[config.mk]
export PLATFORM = sky130hd
export DESIGN_NAME = mem_port_arbiter
export DESIGN_NICKNAME = d
export VERILOG_FILES = /design/src/rtl/mem_port_arbiter.sv
export SDC_FILE = /design/constraint.sdc
export NUM_CORES = 1
export LEC_CHECK = 0
export ABC_AREA = 1
export BUFFER_PORTS_ARGS = -buffer_cell sky130_fd_sc_hd__buf_2
export CORE_AREA = 2 2 122 124
export DETAILED_ROUTE_END_ITERATION = 6
export DIE_AREA = 0 0 124 126
export PLACE_DENSITY = 0.81
export REMOVE_ABC_BUFFERS = 1
export SETUP_SLACK_MARGIN = 0.05
export SYNTH_ARGS = -nofsm -noshare
export SYNTH_HDL_FRONTEND = slang
export SYNTH_SLANG_ARGS = --single-unit
export TNS_END_PERCENT = 10
[constraint.sdc]
create_clock -name clk -period 12.7 [get_ports clk]
set_clock_uncertainty 0.2 [all_clocks]
set_input_delay 1.27 -clock clk [delete_from_list [all_inputs] [get_ports clk]]
set_output_delay 1.27 -clock clk [all_outputs]
set_load 0.05 [all_outputs]
[src/rtl/mem_port_arbiter.sv]
// mem_port_arbiter
//   Two-requester front end for a single data-memory port. Requester 0 (CPU)
//   and requester 1 (loader) are arbitrated round-robin. The granted request
//   is latched, issued for one cycle, and then the arbiter follows the memory
//   stall handshake (stall rises, then falls) to detect completion. A wait
//   counter aborts a transaction that never completes. Requests with an
//   illegal size encoding are rejected without touching memory.
//
// Ports
//   clk, reset                : clock, asynchronous active-high reset
//   rN_req/we/addr/wdata/mask : requester N transaction (held until ack)
//   rN_ack, rN_err            : one-cycle completion pulse, error qualifier
//   rN_rdata                  : registered read result for requester N
//   m_addr/wdata/sign_mask    : latched transaction fields to memory
//   m_memread, m_memwrite     : one-cycle command strobes (ISSUE only)
//   m_rdata, m_stall          : memory read data, memory busy flag
//   busy                      : arbiter is not idle
module mem_port_arbiter #(
   parameter int TIMEOUT = 16
) (
   input  logic        clk,
   input  logic        reset,
   input  logic        r0_req,
   input  logic        r0_we,
   input  logic [31:0] r0_addr,
   input  logic [31:0] r0_wdata,
   input  logic [3:0]  r0_mask,
   output logic        r0_ack,
   output logic        r0_err,
   output logic [31:0] r0_rdata,
   input  logic        r1_req,
   input  logic        r1_we,
   input  logic [31:0] r1_addr,
   input  logic [31:0] r1_wdata,
   input  logic [3:0]  r1_mask,
   output logic        r1_ack,
   output logic        r1_err,
   output logic [31:0] r1_rdata,
   output logic [31:0] m_addr,
   output logic [31:0] m_wdata,
   output logic [3:0]  m_sign_mask,
   output logic        m_memread,
   output logic        m_memwrite,
   input  logic [31:0] m_rdata,
   input  logic        m_stall,
   output logic        busy
);

   localparam int            CW       = $clog2(TIMEOUT + 1);
   localparam logic [CW-1:0] CNT_LAST = CW'(TIMEOUT - 1);

   typedef enum logic [2:0] {IDLE, ISSUE, WAIT_HI, WAIT_LO, DONE} state_t;

   state_t        state, state_nx;
   logic          last_gnt, gnt, lat_we, err_q;
   logic [31:0]   lat_addr, lat_wdata;
   logic [3:0]    lat_mask;
   logic [CW-1:0] wait_cnt;

   logic          any_req, pick, sel_we, mask_ok, timeout;
   logic [31:0]   sel_addr, sel_wdata;
   logic [3:0]    sel_mask;

   // Round-robin: on a tie the requester that did not win last time is taken.
   assign any_req   = r0_req | r1_req;
   assign pick      = (r0_req & r1_req) ? ~last_gnt : r1_req;
   assign sel_we    = pick ? r1_we    : r0_we;
   assign sel_addr  = pick ? r1_addr  : r0_addr;
   assign sel_wdata = pick ? r1_wdata : r0_wdata;
   assign sel_mask  = pick ? r1_mask  : r0_mask;
   assign mask_ok   = (sel_mask[2:0] == 3'b001) | (sel_mask[2:0] == 3'b011) |
                      (sel_mask[2:0] == 3'b111);
   // Last permitted wait cycle; reaching it without completion aborts.
   assign timeout   = (wait_cnt == CNT_LAST);

   always_ff @(posedge clk or posedge reset) begin
      if (reset) state <= IDLE;
      else       state <= state_nx;
   end

   always_comb begin
      state_nx = state;
      case (state)
         IDLE:    if (any_req) state_nx = mask_ok ? ISSUE : DONE;
         ISSUE:   state_nx = WAIT_HI;
         WAIT_HI: if (m_stall) state_nx = WAIT_LO;
                  else if (timeout) state_nx = DONE;
         WAIT_LO: if (!m_stall || timeout) state_nx = DONE;
         DONE:    state_nx = IDLE;
         default: state_nx = IDLE;
      endcase
   end

   always_ff @(posedge clk or posedge reset) begin
      if (reset) begin
         last_gnt  <= 1'b1;
         gnt       <= 1'b0;
         lat_we    <= 1'b0;
         lat_addr  <= '0;
         lat_wdata <= '0;
         lat_mask  <= '0;
         err_q     <= 1'b0;
         wait_cnt  <= '0;
         r0_rdata  <= '0;
         r1_rdata  <= '0;
      end else begin
         case (state)
            IDLE: if (any_req) begin
               gnt       <= pick;
               last_gnt  <= pick;
               lat_we    <= sel_we;
               lat_addr  <= sel_addr;
               lat_wdata <= sel_wdata;
               lat_mask  <= sel_mask;
               err_q     <= ~mask_ok;
               wait_cnt  <= '0;
            end
            WAIT_HI: begin
               wait_cnt <= wait_cnt + 1'b1;
               if (!m_stall && timeout) err_q <= 1'b1;
            end
            WAIT_LO: begin
               wait_cnt <= wait_cnt + 1'b1;
               // Completion wins over a timeout landing on the same cycle.
               if (!m_stall) begin
                  if (!lat_we) begin
                     if (gnt) r1_rdata <= m_rdata;
                     else     r0_rdata <= m_rdata;
                  end
               end else if (timeout) begin
                  err_q <= 1'b1;
               end
            end
            default: ;
         endcase
      end
   end

   assign r0_ack      = (state == DONE) & ~gnt;
   assign r1_ack      = (state == DONE) &  gnt;
   assign r0_err      = r0_ack & err_q;
   assign r1_err      = r1_ack & err_q;
   assign m_memread   = (state == ISSUE) & ~lat_we;
   assign m_memwrite  = (state == ISSUE) &  lat_we;
   assign m_addr      = lat_addr;
   assign m_wdata     = lat_wdata;
   assign m_sign_mask = lat_mask;
   assign busy        = (state != IDLE);

endmodule
==> impl_metrics.tcl <==
set metrics [dict create \
    status "complete, no violations" \
    synth_cell_types 29 \
    critPathArrivalTime_ps 3350 \
    min_period_over_period 0.2538 \
    yosysSeqAreaShare 0.5732 \
    vias 6003 \
    cpMaxStageDelayCell "inv_2" \
    io_buffer_count 313 \
    grt_overflow 0 \
    via_per_inst 5.011 \
    cp.required_ps 12830 \
    nets 1175 \
    drc_errors 0 \
    start_util 0.4393 \
    critPathMaxStageDelay_ps 590 \
    powerDensity_nw_per_um2 304.7 \
    place_congestion 0.8737 \
    io_pins 314 \
    synthMuxAreaShare 0 \
    max_freq_mhz 310.3 \
    cts_resized 0 \
    grt_pass1_vias 5847 \
    clk_pin_slew_ps 60 \
    setup_viol 0 \
    numCtsBuffers 17 \
    cap_violations 0 \
    mostFrequentLayoutCell "buf_2" \
    final_cell_mix "buf_2, nand2_1, dfrtp_1" \
    cts_max_path_buffers 2 \
    grt_first_pass_wirelength_mm 28.48 \
    reg2reg_slack_ps 9980 \
    cts.htree.levels 4 \
    worstSetupEndpointType "flop" \
    yosys.area_share.simple 0.1713 \
    die_area_um2 15620 \
    drtIter0Drc 312 \
    fin_cells 1198 \
    syn-cell-area_um2 6289 \
    synth_xor_area_frac 0.001393 \
    die_h_um 126 \
    p_leak_uw 0.004589 \
    post_dp_cell_area_um2 7834 \
    setup_tns_ps 0 \
    syn_inst 704 \
    cts-root-buf "clkbuf_16" \
    synth_top_family_by_area "compound AO/OA/AOI/OAI gates" \
    maxSlewViolCount 0 \
    antenna_found_initial 3 \
    dp.cells 1163 \
    core_area_um2 14310 \
    slew_headroom 0.4067 \
    grt_max_degree 86 \
    cts_tree "built" \
    drt-wirelength-per-cell_um 15.28 \
    ys_seq_elements 144 \
    worstMarginPinSlew_ps 888.3 \
    period_needed_ps 3223 \
    track_usage 0.2337 \
    drive_gt1_frac 0.3769 \
    design_area_um2 8484 \
    cts_setup_buffers 0 \
    syn_avg_cell_area_um2 8.933 \
    cp_max_fo 70 \
    clock-sinks 144 \
    clk_latency_ps 420 \
    crit_family "buffers and inverters" \
    die_x_um 124 \
    synth_compound_area_frac 0.1755 \
    synth_adder_area_share 0.003979 \
    area_delta_synth_final_pct 34.92 \
    rsz0062_at_grt "false" \
    hold_path.class "reg2reg" \
    routed_wl_mm 18.31 \
    cpMostUsedCell "o21ai_0" \
    drtAntennaViolNets 0 \
    ys_warn_count 0 \
    ir_drop_v 0.0001609 \
    crit_path_start_kind "input port" \
    hold_viol_final 0 \
    worstSetupPathType "in2reg" \
    hold_buffers 0 \
    dr.pass1.iters 5 \
    rows 44 \
    cp_num_buf_inv 3 \
    path_cells "buf_2, nand2_1, nand2_4, inv_2, buf_4, o21ai_0, o21ai_0" \
    hpwl_mm 12.81 \
]
## cells by family (layout without fill, tap and decap cells)
kind of cell,Yosys count,count (layout)
AOI/OAI and AO/OA,205,205
xor gates and xnor gates,1,1
adders and majority gates,2,2
buffers and inverters,91,398
DFF,144,144
other,0,3
and+or+nand+nor,261,261
## worst reg2reg max path, cell delays in order (launching register included)
cell	delay [ps]
dfstp_2	530
nand2_1	110
nand2_4	580
inv_2	470
buf_4	380
o21ai_0	260
o21ai_1	80
## per-stage QoR
| step | hold WS [ps] | power (uW) | utilization | setup slack [ps] |
|---|---|---|---|---|
| after floorplan | 243.9 | 1714 | - | 7365 |
| after global placement | 256.9 | 2027 | 0.5473 | 9100 |
| after detailed placement | 262.1 | 2054 | 0.5473 | 9034 |
| after CTS | 271.5 | 2599 | 0.5922 | 9490 |
| after global routing | 298.3 | 2732 | 0.5927 | 9217 |
| final | 271.5 | 2585 | 0.5927 | 9477 |
## cell type report
cell class	instances	area [um^2]
Fill cell	1281	5829
Sequential cell	144	3605
Multi-Input combinational cell	469	2215
Timing Repair Buffer	316	1589
Clock buffer	18	439.2
Tap cell	184	230.2
Clock inverter	14	203.9
Inverter	50	195.2
Antenna cell	3	7.507
## registers in the layout (all words and copies together) (netlist names), 3 cells and up
| signal | count |
|---|---|
| m_addr | 32 |
| wait_cnt | 5 |
| m_sign_mask | 4 |
| r0_rdata | 32 |
| r1_rdata | 32 |
| m_wdata | 32 |
| state | 3 |
## synth_stat cells
master	n	area share
a21boi_1	1	0.0012
nor2_1	73	0.044
dfrtp_1	143	0.57
buf_6	8	0.014
a21oi_1	1	0.00080
inv_4	1	0.0010
buf_4	9	0.011
nand4_4	2	0.0068
clkbuf_1	7	0.0042
xor2_1	1	0.0014
nand2_2	3	0.0030
nor3_1	6	0.0048
o21ai_1	134	0.11
inv_2	4	0.0024
nand3b_1	4	0.0048
nand2_1	163	0.097
buf_8	1	0.0024
nand2_4	1	0.0018
nor2_2	1	0.0010
nor2_4	2	0.0036
ha_1	2	0.0040
o21ai_2	16	0.022
inv_1	45	0.027
buf_2	16	0.013
o22ai_1	3	0.0030
o21ai_4	1	0.0026
dfstp_2	1	0.0042
o21ai_0	49	0.039
nand3_1	6	0.0048
## where the power goes
group          internal (uW)  switching (uW)  leakage, uW
clock                    338             203     0.000309
combinational            290            1010      0.00243
sequential               644             102      0.00185
## worst paths after layout
check                               endpoint     start  depth (start not counted)
worst max-delay path              m_addr[31]    r0_req                          7
worst min-delay path                last_gnt  last_gnt                          2
worst max register to register     m_addr[6]  last_gnt                          6
worst min register to register      last_gnt  last_gnt                          2
max in group asynchronous       r0_rdata[21]     reset                          3
min in group asynchronous       r0_rdata[23]     reset                          2
## layer usage
metal  part of all wire  wire length (um)  global-route usage
met4              0.023               427             0.09914
met1               0.39              7205              0.2793
met5                  0                 0                   0
met3              0.099              1805             0.07699
met2               0.48              8871              0.3846
No activity file was read; power rests on OpenSTA's default activity.
